--- config.mk ---
export PLATFORM = sky130hd
export DESIGN_NAME = gpu_blitter
export DESIGN_NICKNAME = d
export VERILOG_FILES = /design/src/rtl/gpu_blitter.sv
export SDC_FILE = /design/constraint.sdc
export NUM_CORES = 2
export LEC_CHECK = 0
export ABC_AREA = 1
export ABC_CLOCK_PERIOD_IN_PS = 10050
export CAP_MARGIN = 20
export CORE_MARGIN = 4
export CORE_UTILIZATION = 45
export DETAILED_ROUTE_END_ITERATION = 8
export PLACE_DENSITY = 0.72
export SLEW_MARGIN = 20
export SYNTH_ARGS = -nofsm -noshare
export SYNTH_HDL_FRONTEND = slang
export SYNTH_SLANG_ARGS = --single-unit
--- constraint.sdc ---
create_clock -name clk -period 10.05 [get_ports clk]
set_input_delay 1.5075 -clock clk [delete_from_list [all_inputs] [get_ports clk]]
set_output_delay 1.5075 -clock clk [all_outputs]
set_load 0.02 [all_outputs]
--- src/rtl/gpu_blitter.sv ---
// gpu_blitter: rectangle blitter with a command FIFO.
// Executes DRAW (image copy from pixel memory, optional X/Y mirroring), FILL (solid
// rectangle) and CLEAR (whole framebuffer) commands in order. Destination pixels are
// clipped one at a time against the framebuffer.
//
// Ports:
//   clk, reset              clock, synchronous active-high reset
//   cmd_valid/cmd_ready     command push handshake (cmd_ready = FIFO not full)
//   cmd_*                   command fields, captured together on push
//   busy                    FIFO non-empty or engine running
//   mem_addr/mem_read       pixel memory read request, held until mem_valid
//   mem_data/mem_valid      pixel memory read response
//   fb_x/fb_y/fb_color      registered framebuffer write, qualified by fb_write
module gpu_blitter #(
    parameter int unsigned FB_WIDTH  = 400,
    parameter int unsigned FB_HEIGHT = 240,
    parameter int unsigned COLOR_W   = 16,
    parameter int unsigned CMD_DEPTH = 4
) (
    input  logic                         clk,
    input  logic                         reset,
    input  logic                         cmd_valid,
    output logic                         cmd_ready,
    input  logic [1:0]                   cmd_op,
    input  logic [31:0]                  cmd_addr,
    input  logic [15:0]                  cmd_src_x,
    input  logic [15:0]                  cmd_src_y,
    input  logic [15:0]                  cmd_img_width,
    input  logic [$clog2(FB_WIDTH)+1:0]  cmd_width,
    input  logic [$clog2(FB_HEIGHT)+1:0] cmd_height,
    input  logic [15:0]                  cmd_x,
    input  logic [15:0]                  cmd_y,
    input  logic                         cmd_flip_x,
    input  logic                         cmd_flip_y,
    input  logic [COLOR_W-1:0]           cmd_color,
    output logic                         busy,
    output logic [31:0]                  mem_addr,
    output logic                         mem_read,
    input  logic [COLOR_W-1:0]           mem_data,
    input  logic                         mem_valid,
    output logic [$clog2(FB_WIDTH):0]    fb_x,
    output logic [$clog2(FB_HEIGHT):0]   fb_y,
    output logic [COLOR_W-1:0]           fb_color,
    output logic                         fb_write
);

    localparam int unsigned XW = $clog2(FB_WIDTH);
    localparam int unsigned YW = $clog2(FB_HEIGHT);
    localparam int unsigned PW = $clog2(CMD_DEPTH);

    localparam logic [1:0] OpDraw  = 2'd0;
    localparam logic [1:0] OpClear = 2'd2;
    localparam logic [1:0] OpRsvd  = 2'd3;

    localparam logic [XW+1:0] FullW = (XW + 2)'(FB_WIDTH);
    localparam logic [YW+1:0] FullH = (YW + 2)'(FB_HEIGHT);

    typedef struct packed {
        logic [1:0]         op;
        logic [31:0]        addr;
        logic [15:0]        src_x;
        logic [15:0]        src_y;
        logic [15:0]        img_width;
        logic [XW+1:0]      width;
        logic [YW+1:0]      height;
        logic [15:0]        x;
        logic [15:0]        y;
        logic               flip_x;
        logic               flip_y;
        logic [COLOR_W-1:0] color;
    } cmd_t;

    typedef enum logic [0:0] {StIdle = 1'b0, StRun = 1'b1} state_e;

    // ------------------------------------------------------------------
    // Command FIFO: pointers carry one extra wrap bit to tell full from empty
    // ------------------------------------------------------------------
    cmd_t          fifo_mem [CMD_DEPTH];
    logic [PW:0]   wr_ptr_q, rd_ptr_q;
    logic          fifo_empty, fifo_full, push, pop;
    cmd_t          cmd_in, head_eff;
    logic          head_nop;

    assign fifo_empty = (wr_ptr_q == rd_ptr_q);
    assign fifo_full  = (wr_ptr_q[PW] != rd_ptr_q[PW]) &&
                        (wr_ptr_q[PW-1:0] == rd_ptr_q[PW-1:0]);
    assign cmd_ready  = !fifo_full;
    assign push       = cmd_valid && !fifo_full;

    assign cmd_in = '{
        op:        cmd_op,
        addr:      cmd_addr,
        src_x:     cmd_src_x,
        src_y:     cmd_src_y,
        img_width: cmd_img_width,
        width:     cmd_width,
        height:    cmd_height,
        x:         cmd_x,
        y:         cmd_y,
        flip_x:    cmd_flip_x,
        flip_y:    cmd_flip_y,
        color:     cmd_color
    };

    always_ff @(posedge clk) begin
        if (reset) begin
            wr_ptr_q <= '0;
            rd_ptr_q <= '0;
        end else begin
            if (push) wr_ptr_q <= wr_ptr_q + 1'b1;
            if (pop)  rd_ptr_q <= rd_ptr_q + 1'b1;
        end
    end

    always_ff @(posedge clk) begin
        if (push) fifo_mem[wr_ptr_q[PW-1:0]] <= cmd_in;
    end

    // CLEAR is rewritten into a full-screen rectangle at load time so the run loop
    // only ever sees FILL-like geometry.
    always_comb begin
        head_eff = fifo_mem[rd_ptr_q[PW-1:0]];
        if (head_eff.op == OpClear) begin
            head_eff.width  = FullW;
            head_eff.height = FullH;
            head_eff.x      = '0;
            head_eff.y      = '0;
        end
    end

    assign head_nop = (head_eff.op == OpRsvd) || (head_eff.width == '0) ||
                      (head_eff.height == '0);

    // ------------------------------------------------------------------
    // Engine FSM
    // ------------------------------------------------------------------
    state_e        state_q, state_d;
    cmd_t          cur_q;
    logic          nop_q;
    logic [XW+1:0] px_q, px_d;
    logic [YW+1:0] py_q, py_d;
    logic          pix_done;

    always_ff @(posedge clk) begin
        if (reset) state_q <= StIdle;
        else       state_q <= state_d;
    end

    always_comb begin
        state_d = state_q;
        pop     = 1'b0;
        px_d    = px_q;
        py_d    = py_q;
        unique case (state_q)
            StIdle: begin
                if (!fifo_empty) begin
                    pop     = 1'b1;
                    px_d    = '0;
                    py_d    = '0;
                    state_d = StRun;
                end
            end
            StRun: begin
                if (nop_q) begin
                    state_d = StIdle;
                end else if (pix_done) begin
                    if (px_q == cur_q.width - 1'b1) begin
                        px_d = '0;
                        if (py_q == cur_q.height - 1'b1) state_d = StIdle;
                        else                              py_d = py_q + 1'b1;
                    end else begin
                        px_d = px_q + 1'b1;
                    end
                end
            end
            default: state_d = StIdle;
        endcase
    end

    // DRAW pixels complete on mem_valid; FILL/CLEAR pixels complete every cycle.
    always_comb begin
        mem_read = 1'b0;
        pix_done = 1'b0;
        if (state_q == StRun && !nop_q) begin
            if (cur_q.op == OpDraw) begin
                mem_read = 1'b1;
                pix_done = mem_valid;
            end else begin
                pix_done = 1'b1;
            end
        end
    end

    always_ff @(posedge clk) begin
        if (reset) begin
            cur_q <= '0;
            nop_q <= 1'b0;
            px_q  <= '0;
            py_q  <= '0;
        end else begin
            if (pop) begin
                cur_q <= head_eff;
                nop_q <= head_nop;
            end
            px_q <= px_d;
            py_q <= py_d;
        end
    end

    assign busy = !fifo_empty || (state_q != StIdle);

    // ------------------------------------------------------------------
    // Source address (modulo 2^32)
    // ------------------------------------------------------------------
    logic [XW+1:0] sx;
    logic [YW+1:0] sy;
    logic [31:0]   src_row, addr_calc;

    assign sx        = cur_q.flip_x ? (cur_q.width - 1'b1 - px_q) : px_q;
    assign sy        = cur_q.flip_y ? (cur_q.height - 1'b1 - py_q) : py_q;
    assign src_row   = 32'(cur_q.src_y) + 32'(sy);
    assign addr_calc = cur_q.addr + 32'(cur_q.src_x) + 32'(sx) +
                       src_row * 32'(cur_q.img_width);
    assign mem_addr  = mem_read ? addr_calc : '0;

    // ------------------------------------------------------------------
    // Destination clipping and framebuffer write register
    // ------------------------------------------------------------------
    logic [16:0] dx, dy;
    logic        in_bounds, pix_wr;

    // 17-bit two's complement: sign-extended origin plus unsigned offset
    assign dx = {cur_q.x[15], cur_q.x} + 17'(px_q);
    assign dy = {cur_q.y[15], cur_q.y} + 17'(py_q);

    assign in_bounds = !dx[16] && (dx[15:0] < 16'(FB_WIDTH)) &&
                       !dy[16] && (dy[15:0] < 16'(FB_HEIGHT));
    assign pix_wr    = pix_done && in_bounds && ((cur_q.op != OpDraw) || mem_data[0]);

    always_ff @(posedge clk) begin
        if (reset) begin
            fb_write <= 1'b0;
            fb_x     <= '0;
            fb_y     <= '0;
            fb_color <= '0;
        end else begin
            fb_write <= pix_wr;
            if (pix_wr) begin
                fb_x     <= dx[XW:0];
                fb_y     <= dy[YW:0];
                fb_color <= (cur_q.op == OpDraw) ? mem_data : cur_q.color;
            end
        end
    end

endmodule

**After elaboration in Yosys (flattened, before gate mapping)**

Memories as Yosys holds them, arrays and structs flattened. A register that Yosys moved wholly into a read port is not among the register bits.
Index checks and enable logic that the tools add are counted.

- Bits in registers: 218
- RAM bits: 612
- Output and inout bits: 71
- Memories kept: 1

- Add/sub/neg operators: 14
- Multipliers: 1
- Magnitude comparators: 2
- Equal/unequal tests: 12
- Multiplexer cells: 31
- Bitwise logic cells: 1
- Reduce and logical (&&, ||, !) cells: 23

Memory list:

| name | depth | width | rd ports | clocked after Yosys merged registers in | wr ports | line | RTL |
|---|---|---|---|---|---|---|---|
| fifo_mem | 4 | 153 | 1 | 1 | 1 | 78 | `cmd_t fifo_mem [CMD_DEPTH];` |

Operators with widths:

| operator | number |
|---|---|
| 10-bit 2-to-1 mux | 6 |
| 11-bit 2-to-1 mux | 5 |
| 53-bit 2-to-1 mux | 1 |
| 32-bit by 11-bit adder with 32-bit output | 1 |
| 32-bit by 16-bit adder with 32-bit output | 1 |
| 32-bit adder | 1 |
| 17-bit by 16-bit multiplier with 32-bit output | 1 |
| 32-bit 2-to-1 mux | 1 |
| 11-bit one-hot mux with 2 select lines | 1 |
| 10-bit one-hot mux with 2 select lines | 1 |
| 16-bit by 10-bit adder with 17-bit output | 1 |
| 16-bit by 11-bit adder with 17-bit output | 1 |
| 16-bit by 12-bit adder with 17-bit output | 1 |
| 16-bit by 8-bit less-than comparator with 1-bit output, second input constant | 1 |
| 16-bit by 9-bit less-than comparator with 1-bit output, second input constant | 1 |
| 16-bit 2-to-1 mux | 1 |
| 1-bit 2-to-1 mux | 12 |
| 11-bit by 1-bit adder with 11-bit output, second input constant | 1 |
| 11-bit == test | 1 |
| 11-bit zero test | 1 |
| 11-bit by 1-bit subtractor with 11-bit output, second input constant | 1 |
| 11-bit subtractor | 1 |
| 10-bit by 1-bit adder with 10-bit output, second input constant | 1 |
| 10-bit == test | 1 |
| other kinds (20) | 40 |

**Longest topological paths before layout**

- Depth after elaboration: 7
- Gate-level depth with buffers: 49
- Gate-level depth less buffers: 49

**Worst setup path after synthesis**

Ideal clock, no wire load.

- Path type: flip-flop to output port
- Start point: register cur_q[50] (netlist bit)
- End point: output port mem_addr[27]
- Arrival time: 8.243 ns
- Data required time: 8.543 ns
- Slack: 0.300 ns
- Stages on the path, launching flop included: 45
- Buffers on the path: 1
- Cell sequence: dfxtp_1 > inv_1 > ha_1 > xor2_1 > ha_1 > a21oi_1 > o21ai_0 > a21oi_1 > nor2_1 > o21ai_0 > nand2_1 > nand2_1 > nand2_1 > o22ai_1 > ha_1 > nand2_1 > a21oi_1 > a211oi_1 > (+9 left out) > fa_1 > inv_1 > fa_1 > fa_1 > inv_1 > fa_1 > inv_1 > ha_1 > a21o_1 > nand3_1 > nand2_1 > a21oi_1 > nand3_1 > a21o_1 > nand2_1 > nand2_1 > xnor2_1 > nor2_1

- Cells in the longest elaborated chain, start to end: 7

Ends and longest elaborated chain:

| item | line | RTL |
|---|---|---|
| from (decl) | 138 | `cmd_t cur_q;` |
| from (signal assigned) | 196 | `cur_q <= '0;` |
| from (signal assigned) | 202 | `cur_q <= head_eff;` |
| 10-bit by 1-bit subtractor with 10-bit output | 220 | `assign sy = cur_q.flip_y ? (cur_q.height - 1'b1 - py_q) : py_q;` |
| 10-bit subtractor | 220 |  |
| 10-bit 2-to-1 mux | 220 |  |
| 16-bit by 10-bit adder with 17-bit output | 221 | `assign src_row = 32'(cur_q.src_y) + 32'(sy);` |
| 17-bit by 16-bit multiplier with 32-bit output | 223 | `src_row * 32'(cur_q.img_width);` |
| 32-bit adder | 222 | `assign addr_calc = cur_q.addr + 32'(cur_q.src_x) + 32'(sx) +` |
| 32-bit 2-to-1 mux | 224 | `assign mem_addr = mem_read ? addr_calc : '0;` |
| to (decl) | 37 | `output logic [31:0] mem_addr,` |

Every way passes these cells.

**Final worst setup path**

- Start point: register cur_q[51] (netlist bit)
- End point: output port mem_addr[31]

Same word-level chain as after synthesis.

==> impl_metrics.toml <==
[timing]
hold_slack_ns = 0.456
setup_viol = 21
rsz0062_at_grt = "true"
hold_viol = 0
slew_headroom = 0.230
clock_skew_ns = 0.0387
fin_crit_sh = 1.07
maxSlewViolCount = 0
tightest_slew_ns = 1.15
worst_slack_ns = -0.688
fmax_ghz = 0.0931
period_minus_slack_ns = 10.74

[synthesis]
synth_top_family_by_area = "adder cells"
postSynthCellCount = 4590
synth_top_area_share = 0.408
synth_area_leaders = "edfxtp_1, fa_1, dfxtp_1, nor2_1, nand2_1"
yosys_most_used_dff = "edfxtp_1"
synth_compound_area_frac = 0.0972
synthSimpleGateAreaFrac = 0.145
synth_cell_types = 54
synth_edf_count = 612
ys_ff_latch = 832
async_flop_share = 0
synth_common_cells = "nor2_1, nand2_1, edfxtp_1"
syn_nets = 5201
synth_mux_area_frac = 0.000222
synthesis.area_sq_um = 45100
synth.most_common_cell = "nor2_1"
synth_area_per_cell_sq_um = 9.82
synthAdderAreaFrac = 0.167
ys_seq_area_frac = 0.505
yosys_warnings = 0
synth_top_cell_by_area = "edfxtp_1"
synthXorXnorAreaFrac = 0.0157

[power_and_ir_drop]
power-per-cell-area_nw_per_um2 = 395
p_leak_nw = 22.3
max-vdd-ir-drop_mv = 0.629
power_mw = 21.8

[clock_network]
clkSinkCount = 832
cts-root-buf = "clkbuf_16"
ctsHoldBuffers = 0
htreeDepth = 3
insertion_delay_ns = 0.67
cts_made_buffers = 86
cts_tree = "built"
clkTransAtPathRegs_ns = 0.06
clk_path_buf_depth = 3

[grt]
grt_pass1_wl_microns = 197000
grt_overflow_total = 0
grt-busiest-layer = "met2"
grtUsageTotal = 0.239
grt_util_met1 = 0.336
grt.met2_usage = 0.376
grt_pass1_vias = 33900
grt_max_degree = 177
antenna_found_initial = 22
grt_use_met3 = 0.0539

[layout]
utilization = 0.558
final_layout_size_suffix_gt1_frac = 0.145
seqCellArea_sq_um = 22800
multi_input_area_sq_um = 20700
syn_to_final_growth_pct = 22.4
n_fill_cell = 8180
instances_no_fill = 6372
nets = 5611
final_area_sq_um = 55200

[drt]
vias_per_cell = 5.38
vias = 34300
first_iter_violations = 2942
wl_per_cell_microns = 20.2
drc = 0
drt_wl_total_microns = 129000
dr.pass1.iters = 6
ant_nets = 0

[critical_path]
start_kind = "flop"
r2r_slack_ns = 5.94
crit_required_ns = 8.54
critPathMaxFanout = 4
crit_family = "adder cells"
crit_slowest_cell = "fa_1"
cpPeakStageDelay_ns = 0.56
critPathBufInv = 11
cp.arrival_ns = 9.23
worstSetupEndpointType = "output port"
critPathKind = "flop to output port"

[floorplan]
die_w_microns = 325
fp.dieArea_sq_um = 105000
std_cell_rows = 115
die_height_microns = 325
core_area_sq_um = 98900
ioPinCount = 244
initial_core_util = 0.456

[status]
outcome = "complete, but fails checks"
violations = "setup timing"

[placement]
port_buffers = 243
hpwlAfterDp_microns = 87600
placed_area_sq_um = 50200
gp_congestion = 0.975
dp_cells = 6145

[job]
cap_violations = 0

[worst_hold_path]
hold_path.class = "flop to flop"
==> layout make-up <==
class                           count  share of cell area
Clock inverter                     49              0.0115
Clock buffer                      112              0.0421
Tap cell                         1287              0.0292
Antenna cell                       12            0.000544
Timing Repair Buffer              529              0.0864
Multi-Input combinational cell   2934               0.375
Inverter                          617              0.0423
Sequential cell                   832               0.413
==> state kept, by name (all words and copies together), names as in the netlist, 9 cells and up, named ones only <==
register	cells
fifo_mem	612
cur_q	153
fb_color	16
px_q	11
fb_x	10
py_q	10
fb_y	9
==> worst reg2reg max path: stages (launching register included) <==
cell and delay (ns):
dfxtp_4 0.56, inv_8 0.79, buf_4 0.75, nand2_1 0.14, nand3_1 0.10, nand2_1 0.06, inv_1 0.11, nor2_2 0.09
clkinv_1 0.06, buf_4 0.43, o221ai_1 0.33, nor3_1 0.25, nand4_1 0.13, nor2_1 0.11, nor2_1 0.06, nor2_1 0.08
==> cell usage in the layout, fill, tap and decap left out, types with 34 or more instances in the layout <==
cell type        count
nand4_1             37
xor2_1              55
a21oi_1             80
nand3_1            179
inv_1              571
inv_2               37
dfxtp_1            216
edfxtp_1           612
o22ai_1            133
buf_6               34
ha_1               140
o21ai_0            435
nand2_1            594
fa_1               252
buf_4              266
clkdlybuf4s50_1    217
nor2_1             645
clkbuf_16           88
==> through the flow <==
step / setup TNS, ns / setup WS, ns
3_5_place_dp: -10.80 / -0.844
6_report: -10.51 / -0.688
3_3_place_gp: -7.63 / -0.704
5_1_grt: -19.54 / -1.11
2_1_floorplan: 0 / 0.300
4_1_cts: -7.30 / -0.531
==> what timing repair did <==
action,4_1_cts,5_1_grt
setup endpoints to repair,25,26
gates cloned,0,0
pin swaps,87,84
resized for setup,366,135
setup buffers,38,18
==> power by group <==
part	total, mW	leakage [nW]	internal, mW	switching, mW
Combinational	14.1	13.5	5.97	8.09
Clock	3.31	1.42	1.96	1.36
Sequential	4.43	7.42	4.07	0.365
==> metal layers <==
layer	up-vias	wire length, microns
met5	-	99
met4	16	2910
met3	211	10900
met2	1297	58500
met1	16700	56400
li1	16100	-
==> path summary, 6_finish.rpt <==
check,from,end,cells after the start
max,cur_q[51],mem_addr[31],46
min,fb_x[9],fb_x[9],2
min reg2reg,fb_x[9],fb_x[9],2
max reg2reg,flop,nop_q,15
==> logic make-up after synthesis <==
family          after synthesis
simple gates               1612
flops                       832
buf+inv                     824
compound gates              802
fa+ha+maj                   438
xor+xnor                     81
mux                           1
No activity file was read; power rests on OpenSTA's default activity.
